**src/rtl/core_pkg.sv**
```systemverilog
// Shared encodings for the core: scheduler phase, LSU lane state, fetcher state.
package core_pkg;

    typedef enum logic [2:0] {
        ST_IDLE    = 3'b000,
        ST_FETCH   = 3'b001,
        ST_DECODE  = 3'b010,
        ST_REQUEST = 3'b011,
        ST_WAIT    = 3'b100,
        ST_EXECUTE = 3'b101,
        ST_UPDATE  = 3'b110,
        ST_DONE    = 3'b111
    } core_state_t;

    typedef enum logic [1:0] {
        LSU_IDLE       = 2'd0,
        LSU_REQUESTING = 2'd1,
        LSU_WAITING    = 2'd2,
        LSU_DONE       = 2'd3
    } lsu_state_t;

    typedef enum logic [2:0] {
        FET_IDLE     = 3'b000,
        FET_FETCHING = 3'b001,
        FET_FETCHED  = 3'b010
    } fetcher_state_t;

    localparam logic [2:0] FETCHED = 3'b010;

endpackage

```
**src/rtl/core_scheduler_if.sv**
```systemverilog
// Scheduler-facing signal bundle: dispatcher/decoder/fetcher/LSU/PC inputs and broadcast outputs.
interface core_scheduler_if #(
    parameter int THREADS_PER_BLOCK = 4,
    parameter int PC_WIDTH          = 8
);
    import core_pkg::*;

    logic                                start;
    logic [3:0]                          thread_count;
    logic                                decoded_mem_read_enable;
    logic                                decoded_mem_write_enable;
    logic                                decoded_ret;
    logic [2:0]                          fetcher_state;
    logic [2*THREADS_PER_BLOCK-1:0]      lsu_state;
    logic [PC_WIDTH*THREADS_PER_BLOCK-1:0] next_pc;
    core_state_t                         core_state;
    logic [PC_WIDTH-1:0]                 current_pc;
    logic                                done;
    logic                                diverged;

    modport master (
        output start, thread_count, decoded_mem_read_enable, decoded_mem_write_enable,
               decoded_ret, fetcher_state, lsu_state, next_pc,
        input  core_state, current_pc, done, diverged
    );

    modport slave (
        input  start, thread_count, decoded_mem_read_enable, decoded_mem_write_enable,
               decoded_ret, fetcher_state, lsu_state, next_pc,
        output core_state, current_pc, done, diverged
    );

endinterface

```
**src/rtl/thread_mask.sv**
```systemverilog
// Converts an active-lane count into a per-lane enable vector; counts above the lane total saturate.
module thread_mask #(
    parameter int THREADS_PER_BLOCK = 4
) (
    input  logic [3:0]                   thread_count,
    output logic [THREADS_PER_BLOCK-1:0] enable
);

    // Lane i is enabled when it lies below the requested count.
    for (genvar i = 0; i < THREADS_PER_BLOCK; i++) begin : g_lane
        assign enable[i] = (thread_count > 4'(i));
    end

endmodule

```
**src/rtl/core_scheduler.sv**
```systemverilog
// Per-core instruction sequencer: owns the shared PC, reconverges lane PCs, flags divergence.
module core_scheduler
    import core_pkg::*;
#(
    parameter int THREADS_PER_BLOCK = 4,
    parameter int PC_WIDTH          = 8
) (
    input  logic          clk,
    input  logic          reset,
    core_scheduler_if.slave bus
);

    core_state_t                  state;
    logic [PC_WIDTH-1:0]          pc_q;
    logic                         done_q;
    logic                         diverged_q;
    logic [THREADS_PER_BLOCK-1:0] lane_en;
    logic                         any_busy;
    logic                         pc_mismatch;
    logic                         unused_mem_flags;

    // Memory-type flags are only meaningful to the LSUs; WAIT exit depends on LSU state alone.
    assign unused_mem_flags = bus.decoded_mem_read_enable ^ bus.decoded_mem_write_enable;

    thread_mask #(.THREADS_PER_BLOCK(THREADS_PER_BLOCK)) u_mask (
        .thread_count (bus.thread_count),
        .enable       (lane_en)
    );

    // Busy and divergence reductions over enabled lanes only.
    always_comb begin
        lsu_state_t lane_st;
        any_busy    = 1'b0;
        pc_mismatch = 1'b0;
        lane_st     = LSU_IDLE;
        for (int i = 0; i < THREADS_PER_BLOCK; i++) begin
            lane_st = lsu_state_t'(bus.lsu_state[2*i +: 2]);
            if (lane_en[i] && (lane_st == LSU_REQUESTING || lane_st == LSU_WAITING))
                any_busy = 1'b1;
            if (lane_en[i] && (bus.next_pc[i*PC_WIDTH +: PC_WIDTH] != bus.next_pc[PC_WIDTH-1:0]))
                pc_mismatch = 1'b1;
        end
    end

    // Phase sequencer with registered PC, done and sticky divergence flag.
    always_ff @(posedge clk) begin
        if (reset) begin
            state      <= ST_IDLE;
            pc_q       <= '0;
            done_q     <= 1'b0;
            diverged_q <= 1'b0;
        end else begin
            case (state)
                ST_IDLE:    if (bus.start) state <= ST_FETCH;
                ST_FETCH:   if (bus.fetcher_state == FETCHED) state <= ST_DECODE;
                ST_DECODE:  state <= ST_REQUEST;
                ST_REQUEST: state <= ST_WAIT;
                ST_WAIT:    if (!any_busy) state <= ST_EXECUTE;
                ST_EXECUTE: state <= ST_UPDATE;
                ST_UPDATE: begin
                    if (pc_mismatch)
                        diverged_q <= 1'b1;
                    if (bus.decoded_ret) begin
                        done_q <= 1'b1;
                        state  <= ST_DONE;
                    end else begin
                        pc_q  <= bus.next_pc[PC_WIDTH-1:0];
                        state <= ST_FETCH;
                    end
                end
                ST_DONE:    state <= ST_DONE;
            endcase
        end
    end

    assign bus.core_state = state;
    assign bus.current_pc = pc_q;
    assign bus.done       = done_q;
    assign bus.diverged   = diverged_q;

endmodule

```
**src/flat_wrapper.sv**
```systemverilog
// flat-port wrapper written by rule: the top's interface ports become plain ports
module core_scheduler_flat import core_pkg::*;
#(
    parameter int THREADS_PER_BLOCK = 4,
    parameter int PC_WIDTH          = 8
)
  (clk, reset, bus_start, bus_thread_count, bus_decoded_mem_read_enable, bus_decoded_mem_write_enable, bus_decoded_ret, bus_fetcher_state, bus_lsu_state, bus_next_pc, bus_core_state, bus_current_pc, bus_done, bus_diverged);
  core_scheduler_if #(.THREADS_PER_BLOCK(THREADS_PER_BLOCK), .PC_WIDTH(PC_WIDTH)) bus_i ();
  input  logic clk;
  input  logic reset;
  input wire logic [$bits(bus_i.start)-1:0] bus_start;
  input wire logic [$bits(bus_i.thread_count)-1:0] bus_thread_count;
  input wire logic [$bits(bus_i.decoded_mem_read_enable)-1:0] bus_decoded_mem_read_enable;
  input wire logic [$bits(bus_i.decoded_mem_write_enable)-1:0] bus_decoded_mem_write_enable;
  input wire logic [$bits(bus_i.decoded_ret)-1:0] bus_decoded_ret;
  input wire logic [$bits(bus_i.fetcher_state)-1:0] bus_fetcher_state;
  input wire logic [$bits(bus_i.lsu_state)-1:0] bus_lsu_state;
  input wire logic [$bits(bus_i.next_pc)-1:0] bus_next_pc;
  output wire logic [$bits(bus_i.core_state)-1:0] bus_core_state;
  output wire logic [$bits(bus_i.current_pc)-1:0] bus_current_pc;
  output wire logic [$bits(bus_i.done)-1:0] bus_done;
  output wire logic [$bits(bus_i.diverged)-1:0] bus_diverged;
  assign bus_i.start = bus_start;
  assign bus_i.thread_count = bus_thread_count;
  assign bus_i.decoded_mem_read_enable = bus_decoded_mem_read_enable;
  assign bus_i.decoded_mem_write_enable = bus_decoded_mem_write_enable;
  assign bus_i.decoded_ret = bus_decoded_ret;
  assign bus_i.fetcher_state = bus_fetcher_state;
  assign bus_i.lsu_state = bus_lsu_state;
  assign bus_i.next_pc = bus_next_pc;
  assign bus_core_state = bus_i.core_state;
  assign bus_current_pc = bus_i.current_pc;
  assign bus_done = bus_i.done;
  assign bus_diverged = bus_i.diverged;
  core_scheduler #(.THREADS_PER_BLOCK(THREADS_PER_BLOCK), .PC_WIDTH(PC_WIDTH)) u_core (.clk(clk), .reset(reset), .bus(bus_i));
endmodule
```
**config.mk**
```make
export PLATFORM = sky130hd
export DESIGN_NAME = core_scheduler_flat
export DESIGN_NICKNAME = d
export VERILOG_FILES = /design/src/rtl/core_pkg.sv /design/src/rtl/core_scheduler_if.sv /design/src/rtl/thread_mask.sv /design/src/rtl/core_scheduler.sv /design/src/flat_wrapper.sv
export SDC_FILE = /design/constraint.sdc
export NUM_CORES = 1
export LEC_CHECK = 0
export CAP_MARGIN = 5
export CORE_UTILIZATION = 36
export CTS_CLUSTER_DIAMETER = 100
export DETAILED_ROUTE_END_ITERATION = 6
export GPL_ROUTABILITY_DRIVEN = 0
export PLACE_DENSITY = 0.86
export REMOVE_ABC_BUFFERS = 1
export SYNTH_ARGS = -nofsm -noshare
export SYNTH_HDL_FRONTEND = slang
export SYNTH_SLANG_ARGS = --single-unit
```
**constraint.sdc**
```tcl
create_clock -name clk -period 2.5 [get_ports clk]
set_clock_uncertainty 0.05 [all_clocks]
set_input_delay 0.25 -clock clk [delete_from_list [all_inputs] [get_ports clk]]
set_output_delay 0.25 -clock clk [all_outputs]
set_load 0.02 [all_outputs]
```
# Word-level counts from Yosys, hierarchy flattened
# Index checks and enable logic that the tools add are counted.
# Widths: inputs -> output; s select.
dict set report classes {
  mux 12
  n_reduce_logical 16
  n_mul 0
  n_shift 0
  eq_ne 22
  addsub 0
  order_cmp 4
  div 0
  bitwise 1
}
# cell count
set op_table {}
lappend op_table {{$ne 8x8->1} 3}
lappend op_table {{$pmux 3 s8} 1}
lappend op_table {{$eq 3x3->1 const B} 4}
lappend op_table {{$mux 3} 4}
lappend op_table {{$eq 3x2->1 const B} 3}
lappend op_table {{$eq 2x1->1 const B} 4}
lappend op_table {{$eq 2x2->1 const B} 4}
lappend op_table {{$gt 4x1->1 const B} 2}
lappend op_table {{$gt 4x2->1 const B} 2}
lappend op_table {{$logic_and 1x1->1} 7}
lappend op_table {{$mux 1} 7}
lappend op_table {{$reduce_and 2->1} 3}
lappend op_table {{$logic_or 1x1->1} 4}
lappend op_table {{$ne 2x2->1 const B} 2}
lappend op_table {{$eq 3x1->1 const B} 1}
lappend op_table {{$logic_not 3->1} 1}
lappend op_table {{$reduce_and 3->1} 1}
lappend op_table {{$ne 2x1->1 const B} 1}
lappend op_table {{$not 1->1} 1}
dict set report word_totals {
  mem_bits_ro 0
  memories 0
  mem_bits_rw 0
  in_bits 53
  wordCells 59
  regBits 13
  latchBits 0
}

# Longest topological paths before layout
# Gate-level depths: netlist of run 1.
dict set report logic_depth {
  ltp_word 9
  depth_mapped 5
  mapped_depth_nobuf 4
}

# Cells and area by module
# From an unflattened synthesis of run 1, not the netlist that was laid out.
dict set report unflattened {
  cells_unflattened 98
  hier_area_um2 862.1
}
# mod instances cells_each area_per_inst_um2 seq_area_each_um2
set modules_own_cells {}
lappend modules_own_cells {core_scheduler 1 94 832.0 260.2}
lappend modules_own_cells {thread_mask 1 4 30.0 0.0}

# Least setup slack after synthesis of run 1
# Ideal clock, no wire load.
dict set report synth_timing {
  path_type {flip-flop to flip-flop}
  from {register u_core.state[1] (netlist: u_core.bus.core_state[1])}
  to {register u_core.pc_q[0] (netlist: u_core.bus.current_pc[0])}
  path_stages_with_launch 6
  required_ns 2.322
  t_arrival_ns 1.314
  period_less_slack_ns 1.492
  path_slack_ns 1.008
  path_cell_list {dfxtp_1 > and3b_1 > nor2b_1 > buf_2 > mux2i_1 > nor2_1}
}
dict set report synth_between {
  elab_chain_len 2
}
# element line
set synth_rtl {}
lappend synth_rtl {{from (decl)} core_scheduler.sv:13} ;# core_state_t state;
lappend synth_rtl {{from (signal assigned)} core_scheduler.sv:48} ;# state <= ST_IDLE;
lappend synth_rtl {{from (signal assigned)} core_scheduler.sv:54} ;# ST_IDLE: if (bus.start) state <= ST_FETCH;
lappend synth_rtl {{from (signal assigned)} core_scheduler.sv:55} ;# ST_FETCH: if (bus.fetcher_state == FETCHED) state <= ST_DECODE;
lappend synth_rtl {{$eq 3x3->1} core_scheduler.sv:53} ;# case (state)
lappend synth_rtl {{$reduce_and 2->1 (no line)} n/a}
lappend synth_rtl {{to (signal assigned)} core_scheduler.sv:67} ;# pc_q <= bus.next_pc[PC_WIDTH-1:0];
lappend synth_rtl {{to (decl)} core_scheduler.sv:14} ;# logic [PC_WIDTH-1:0] pc_q;
# No other way between the ends.
# A chain may end at the register's enable or synchronous reset.

# Worst setup path in the final report of run 1
dict set report layout_timing {
  from {register u_core.state[1] (netlist: u_core.bus.core_state[1])}
  to {output port bus_core_state[1]}
}
# element line
set layout_lines {}
lappend layout_lines {{to (decl)} flat_wrapper.sv:19} ;# output wire logic [$bits(bus_i.core_state)-1:0] bus_core_state;
# No word-level cell between the ends.

==> metrics.txt, run 1 <==
worst slew pin tran=0.389 ns; full die area=0.00258 mm2; maximum clock frequency=0.590 GHz; switch share=0.266; area grow syn2layout=81.5%; detailed placer's ending HPWL=2120 um; final worst slack=0.804 ns; worst path cell trace=clkdlybuf4s50_1; Worst-path clk slew=0.08 ns; initial DRC count=20; critical path's top delay family=buffers and inverters; PwrDens=342 mW/mm2; Antenna Cells=0; Core ar.=0.00223 mm2; Switch Pwr=141 uW; Tot Pwr=532 uW; WP data required=2.20 ns; H-Tree Depth=1; Clk pwr share=0.251; worst-skew pair later-pin latency=0.28 ns; cts-stage hold buffer count=0; Hold Violations, Final=0; Crit path buffers/inverters=1; Tightest Hold Check Type=reg -> reg; most frequent cells in the layout=63 x clkdlybuf4s50_1, 26 x xnor2_1, 13 x dfxtp_1; CTS Buf Count=3; die height=50.8 um; area leader, netlist=dfxtp_1; critical path type=reg -> out; CTS resizes=0; Synth Instances=98; Core Util, Final=0.696; status=finished clean; vias=970; Int Pwr=391 uW; Avg Cell Area, Syn=8.75 um2; setup violators final=0; initial antenna violation count=0; largest cells by area after synthesis=dfxtp_1 30%, xnor2_1 27%, mux2i_1 9.3%; Worst IR Drop VDD=0.281 mV; WL per Instance=13.0 um; largest net degree at the start of global routing=10; library cells used by synthesis=25; Die X=50.8 um; worst hold slack=0.431 ns; share of the synthesized area in the top cell type=0.304; Initial Util=0.384; fraction of layout cells with a size suffix above 1=0.0424; all-layer global routing usage=0.203; cell area after synthesis=857 um2; Max Cap Viol=0; period utilisation layout=0.678; CP max stage cell=clkdlybuf4s50_1; pre-CTS setup slack=0.644 ns; part of the power in registers=0.412; GRT overflow=0; CP endpoint kind=primary output; vias per inst=5.03; io pins=66; DRT antenna net count=0; RSZ-0062 raised after global routing=no; deepest clock path buffer count=2; post-CTS setup buffer count=0; Worst Path Arrival=1.40 ns; most common cell after layout, fill and taps aside=clkdlybuf4s50_1; CTS tree=built; Routed WL=2510 um; first-pass GRT wire length=3970 um; root buffer cell=clkbuf_4; register area share after synthesis=0.304; worst stage delay on the critical path=0.65 ns; Slew Viols, Final=0; startpoint class of the critical path=flop; min Tclk post-route=1.70 ns; Combinational Power Share=0.338; Critical Path Fanout Max=8; Pre-antenna DRT Iters=4; Placement Rows=17; vias in the first global route=977; Synth Warn #=0; Synth Register Bits=13; PortBufs=63; clock sinks=13; setup TNS=0 ns; leakage power=0.519 nW; Max-slew headroom=0.734; NumNets Final=219; DRC errors left=0
[cells in the mapped netlist]
master      n
a2111oi_0   1
a21oi_1     3
a222oi_1    1
a311oi_1    1
a41oi_1     1
and3b_1     1
buf_2       1
clkbuf_1    1
dfxtp_1    13
inv_1       4
mux2i_1     8
nand2_1     5
nand4_1     6
nor2_1     11
nor2b_1     1
nor4_1      1
o21ai_0     5
o21bai_1    1
o22ai_1     1
o311ai_1    1
o41a_2      1
or2_0       1
or3_4       1
xnor2_1    26
xor2_1      2
[registers in the layout, indices dropped and copies added (netlist names)]
name,cells
u_core.bus.done,1
u_core.bus.current_pc,8
u_core.bus.core_state,3
u_core.bus.diverged,1
[layer usage]
layer / GRT usage / share of wire / routed length (um) / vias up
met3: 0.0697 / 0.10 / 262 / 5
met4: 0.0417 / 0.0056 / 14 / 0
met5: 0 / 0 / 0 / -
met1: 0.210 / 0.39 / 967 / 434
met2: 0.389 / 0.50 / 1270 / 53
li1: - / - / - / 478
[power by group through the flow]
| stage | registers [mW] | clock network [mW] | logic [mW] |
|---|---|---|---|
| global placement | 0.223 | 0 | 0.177 |
| detailed placement | 0.224 | 0 | 0.181 |
| finish | 0.219 | 0.134 | 0.180 |
| CTS | 0.219 | 0.137 | 0.181 |
| floorplan | 0.227 | 0 | 0.0605 |
| global route | 0.220 | 0.144 | 0.194 |
[path summary, 6_finish.rpt]
path	from	end	slack [ns]	depth (start not counted)
worst max-delay path	u_core.bus.core_state[1]	bus_core_state[1]	0.80	1
worst min-delay path	u_core.bus.done	u_core.bus.done	0.43	2
worst max register to register	u_core.bus.core_state[1]	u_core.bus.current_pc[5]	1.00	5
worst min register to register	u_core.bus.done	u_core.bus.done	0.43	2
[cell type report]
| class | instances | area [um2] |
|---|---|---|
| Inverter | 4 | 15.0 |
| Multi-Input combinational cell | 79 | 573 |
| Sequential cell | 13 | 260 |
| Fill cell | 180 | 678 |
| Clock buffer | 4 | 26.3 |
| Timing Repair Buffer | 65 | 646 |
| Tap cell | 28 | 35.0 |
[logic make-up (layout without fill, tap and decap cells)]
group / count (synthesis) / after routing / share of synthesized area
multiplexers: 8 / 8 / 0.0934
buffers and inverters: 6 / 73 / 0.0277
AO/OA/AOI/OAI: 16 / 16 / 0.130
AND/OR/NAND/NOR: 27 / 27 / 0.159
XOR/XNOR: 28 / 28 / 0.286
flip-flops: 13 / 13 / 0.304
[per-stage QoR]
step | instance area [um2] | cells
CTS | 1560 | 193
global placement | 1530 | 189
finish | 1560 | 193
global route | 1560 | 193
detailed placement | 1530 | 189
floorplan | 848 | 96
Note: power is estimated with default switching activity, not from simulation.
==> run 2, diff against run 1 <==
Settings changed: CORE_UTILIZATION 36 to 30, PLACE_DENSITY 0.86 to 0.76.
Clock period 2.5 ns to 1.49 ns, I/O delays scaled along.
==> metrics.txt, run 2 (synthesized netlist as in run 1, its figures left out) <==
status=finished clean; vias in the first global route=1,064 (+8.9%); final worst slack=0.0503 ns (-0.754 ns); Max Cap Viol=0 (unchanged); max reg flops=8 (unchanged); detailed placer's ending HPWL=2340 um (+10%); R2R setup slack=0.14 ns (-0.86 ns); period utilisation layout=0.966; vias=998 (+2.9%); setup violators final=0 (unchanged); reg2reg end=u_core.bus.current_pc[2]; Core Util, Final=0.588 (-0.108); Initial Util=0.314 (-0.0703); RSZ-0062 raised after global routing=no; most frequent cells in the layout=59 x clkdlybuf4s50_1, 26 x xnor2_1, 12 x dfxtp_1; Hold Violations, Final=0 (unchanged); root buffer cell=clkbuf_4; clock sinks=13 (unchanged); most common cell after layout, fill and taps aside=clkdlybuf4s50_1; fraction of layout cells with a size suffix above 1=0.0877 (+0.0453); WP data required=1.66 ns (-0.54 ns); H-Tree Depth=1 (unchanged); Placement Cell Area=0.00158 mm2 (+3.2%); r2r startpoint=u_core.bus.core_state[0]; initial DRC count=42 (+110%); CP Capture Point=u_core.bus.core_state[0]; NumNets Final=225 (+2.7%); PortBufs=63 (unchanged); Hold Crit Start=u_core.bus.done; largest net degree at the start of global routing=9 (-1); worst stage delay on the critical path=0.42 ns (-0.23 ns); maximum clock frequency=0.695 GHz; Antenna Cells=0 (unchanged); Routed WL=2780 um (+11%); Worst-path clk slew=0.08 ns (about the same); vias per inst=4.94 (-1.7%); Worst Path Arrival=1.61 ns (+0.21 ns); initial antenna violation count=0 (unchanged); worst slew pin tran=0.309 ns (-0.0792 ns); R2R depth=5 (unchanged); WL per Instance=13.8 um (+5.7%); io pins=66 (unchanged); Die X=55.5 um (+9.2%); cts-stage hold buffer count=0 (unchanged); area grow syn2layout=87.6%; Pre-antenna DRT Iters=5 (+1); Worst IR Drop VDD=0.412 mV (+47%); Placement Rows=19 (+2); FILL cells=242 (+34%); Critical Path Fanout Max=2 (-6); CTS tree=built; GRT overflow=0 (unchanged); Critical Path Start=bus_thread_count[2]; deepest clock path buffer count=2 (unchanged); CP endpoint kind=flop; PwrDens=560 mW/mm2 (+64%); die height=55.5 um (+9.2%); Slew Viols, Final=0 (unchanged); CP max stage cell=clkdlybuf4s50_1; Core ar.=0.00273 mm2 (+22%); startpoint class of the critical path=input pin; full die area=0.00307 mm2 (+19%); pre-CTS setup slack=-0.226 ns (-0.870 ns); CTS Buf Count=3 (unchanged); worst path cell trace=clkdlybuf4s50_1 -> or3_4 -> or2_0 -> a222oi_1 -> o41a_2; worst-skew pair later-pin latency=0.27 ns (about the same); DRC errors left=0 (unchanged); min Tclk post-route=1.44 ns; all-layer global routing usage=0.194 (-0.00964); critical path type=in -> reg; Tightest Hold Check Type=reg -> reg; setup TNS=0 ns (unchanged); Max-slew headroom=0.791 (+0.0562); DRT antenna net count=0 (unchanged); worst hold slack=0.439 ns (+0.00762 ns); fin area=0.00161 mm2 (+3.4%); first-pass GRT wire length=4690 um (+18%); leakage power=0.579 nW (+12%)
-- run 2: cell types whose count changed in the layout (fill, tap and decap cells not counted) --
cell | before | now
buf_4 | 2 | 8
clkdlybuf4s50_1 | 63 | 59
dlygate4sd2_1 | 0 | 3
a2111oi_0 | 1 | 0
a2111oi_1 | 0 | 1
dfxtp_1 | 13 | 12
dfxtp_2 | 0 | 1
dlymetal6s2s_1 | 0 | 1
nor2b_1 | 1 | 0
nor2b_2 | 0 | 1
-- run 2: report_power, final --
part	switching (mW)	internal, mW
clock network	0.114	0.104
registers	0.00962	0.355
logic	0.116	0.202
-- run 2: timing repair --
| item | in CTS | in global routing |
|---|---|---|
| gates resized for setup | 3 | 4 |
| pin swaps | 0 | 0 |
| hold endpoints to repair | 0 | 0 |
| endpoints found under the setup margin | 3 | 10 |
| buffers inserted | 0 | 0 |
-- run 2: worst min path at each step --
stage,cells past startpoint,to
after global placement,2,u_core.bus.done
after global routing,2,u_core.bus.diverged
final,2,u_core.bus.done
after CTS,2,u_core.bus.diverged
after floorplan,1,u_core.bus.core_state[2]
after detailed placement,2,u_core.bus.done
-- run 2: metrics by stage --
| step | power [mW] | cells |
|---|---|---|
| final | 0.900 | 202 |
| after floorplan | 0.483 | 96 |
| after detailed placement | 0.695 | 198 |
| after global placement | 0.688 | 198 |
| after CTS | 0.909 | 202 |
| after global routing | 0.951 | 202 |
-- run 2: layout make-up --
type                    instances  area (um2)  share of cell area
repair buffers                 71         689               0.429
multi-input cells              79         577               0.359
flip-flops and latches         13         262               0.163
well taps                      31        38.8              0.0241
clock buffers                   4        26.3              0.0163
inverters                       4        15.0             0.00934
-- run 2: worst max-delay path, delay by kind of cell --
kind	cells	cell delay, ns
buffers and inverters	1	0.42
AOI/OAI and AO/OA	2	0.44
and+or+nand+nor	2	0.60
-- run 2: routing by layer --
metal / track usage / part of all wire / up-vias
met4: 0.0857 / 0.023 / 0
met5: 0 / 0 / -
met2: 0.349 / 0.51 / 46
met3: 0.0328 / 0.052 / 6
li1: - / - / 491
met1: 0.221 / 0.42 / 455
==> run 3, diff against run 2 <==
Settings changed: PLACE_DENSITY 0.76 to default, PLACE_DENSITY_LB_ADDON from default to 0.15, SKIP_CTS_REPAIR_TIMING from default to 1.
==> metrics.txt, run 3 (synthesized netlist as in run 1, its figures left out) <==
status=finished clean; vias=983 (-1.5%); Routed WL=2690 um (-3.1%); Int Pwr=669 uW (+1.2%); WP data required=1.66 ns (about the same); R2R depth=4 (-1); Hold Violations, Final=0 (unchanged); DRC errors left=0 (unchanged); switch share=0.272 (+0.00643); FILL cells=258 (+6.6%); Placement Rows=19 (unchanged); fraction of layout cells with a size suffix above 1=0.110 (+0.0221); setup violators final=0 (unchanged); Worst Path Arrival=1.61 ns (about the same); PortBufs=63 (unchanged); Worst-path clk slew=0.09 ns (about the same); maximum clock frequency=0.698 GHz (+0.47%); critical path type=in -> reg; Initial Util=0.314 (unchanged); Max Cap Viol=0 (unchanged); Clk pwr share=0.246 (+0.005); die height=55.5 um (unchanged); clock sinks=13 (unchanged); worst-skew pair later-pin latency=0.28 ns (about the same); initial antenna violation count=0 (unchanged); min Tclk post-route=1.43 ns (-0.00677 ns); Antenna Cells=0 (unchanged); Critical Path Fanout Max=2 (unchanged); Slew Viols, Final=0 (unchanged); io pins=66 (unchanged); CP endpoint kind=flop; period utilisation layout=0.962 (-0.00454); initial DRC count=29 (-31%); leakage power=0.667 nW (+15%); Tightest Hold Check Type=reg -> reg; vias in the first global route=972 (-8.6%); deepest clock path buffer count=2 (unchanged); PwrDens=560 mW/mm2 (about the same); WL per Instance=13.2 um (-4.1%); detailed placer's ending HPWL=2330 um (-0.56%); root buffer cell=clkbuf_4; Die X=55.5 um (unchanged); Pre-antenna DRT Iters=6 (+1); GRT overflow=0 (unchanged); Tot Pwr=918 uW (+2.0%); full die area=0.00307 mm2 (unchanged); Switch Pwr=250 uW (+4.5%); CTS tree=built; H-Tree Depth=1 (unchanged); all-layer global routing usage=0.174 (-0.0194); CTS Buf Count=3 (unchanged); hold-critical path depth=2 (unchanged); NumNets Final=227 (+0.89%); startpoint class of the critical path=input pin; most common cell after layout, fill and taps aside=clkdlybuf4s50_1; Combinational Power Share=0.355 (+0.002); largest net degree at the start of global routing=11 (+2); part of the power in registers=0.399 (-0.006); vias per inst=4.82 (-2.5%); max reg flops=8 (unchanged); area grow syn2layout=91.5%; DRT antenna net count=0 (unchanged); Core Util, Final=0.600 (+0.0124); first-pass GRT wire length=4260 um (-9.3%); Worst IR Drop VDD=0.527 mV (+28%); Core ar.=0.00273 mm2 (unchanged); RSZ-0062 raised after global routing=no; worst slew pin tran=0.419 ns (+0.110 ns); Max-slew headroom=0.720 (-0.0707); most frequent cells in the layout=57 x clkdlybuf4s50_1, 26 x xnor2_1, 11 x nor2_1, 11 x dfxtp_1, 10 x buf_4
run 3: changes by cell type in the layout (fill, tap and decap cells not counted), moves of 2 or more:
cell | before | now
buf_4 | 8 | 10
clkdlybuf4s50_1 | 59 | 57
dlygate4sd2_1 | 3 | 0
dlymetal6s2s_1 | 1 | 6
run 3: cell type report:
class	instances	area, um2	share of cell area
clock buffer	3	22.5	0.0137
inverter	4	15.0	0.00915
clock inverter	1	5.00	0.00305
multi-input combinational	79	577	0.351
sequential	13	263	0.160
timing repair buffer	73	721	0.439
tap	31	38.8	0.0236
run 3: power groups by stage:
stage          combinational, mW  clock, mW  sequential (mW)
3_5_place_dp               0.327          0            0.373
4_1_cts                    0.329      0.230            0.365
6_report                   0.326      0.226            0.367
2_1_floorplan              0.102          0            0.382
3_3_place_gp               0.322          0            0.373
5_1_grt                    0.348      0.250            0.368
run 3: path summary, 6_finish.rpt:
path | startpoint | endpoint | slack, ns
min reg2reg | u_core.bus.done | u_core.bus.done | 0.43
max reg2reg | u_core.bus.core_state[0] | u_core.bus.core_state[1] | 0.12
max | bus_thread_count[2] | u_core.bus.core_state[0] | 0.06
min | u_core.bus.done | u_core.bus.done | 0.43
run 3: worst max-delay path, stage by stage:
cell and delay (ns):
clkdlybuf4s50_1 0.43, or3_4 0.39, or2_0 0.20, a222oi_1 0.27
o41a_2 0.17
run 3: layer usage:
layer / GRT usage / up-vias / wire, um
li1: - / 495 / -
met1: 0.210 / 448 / 1200
met2: 0.312 / 38 / 1330
met5: 0 / - / 0
met3: 0.0375 / 2 / 150
met4: 0.0429 / 0 / 11
run 3: per-stage QoR:
stage	TNS (ns)	std cells	instance area [um2]	hold slack, ns	setup WS, ns
2_1_floorplan	-2.33	96	848	0.168	-0.291
3_3_place_gp	-0.299	200	1590	0.408	-0.223
3_5_place_dp	-0.417	200	1590	0.420	-0.236
4_1_cts	-0.258	204	1620	0.441	-0.102
5_1_grt	0	204	1640	0.468	0.00528
6_report	0	204	1640	0.431	0.0571
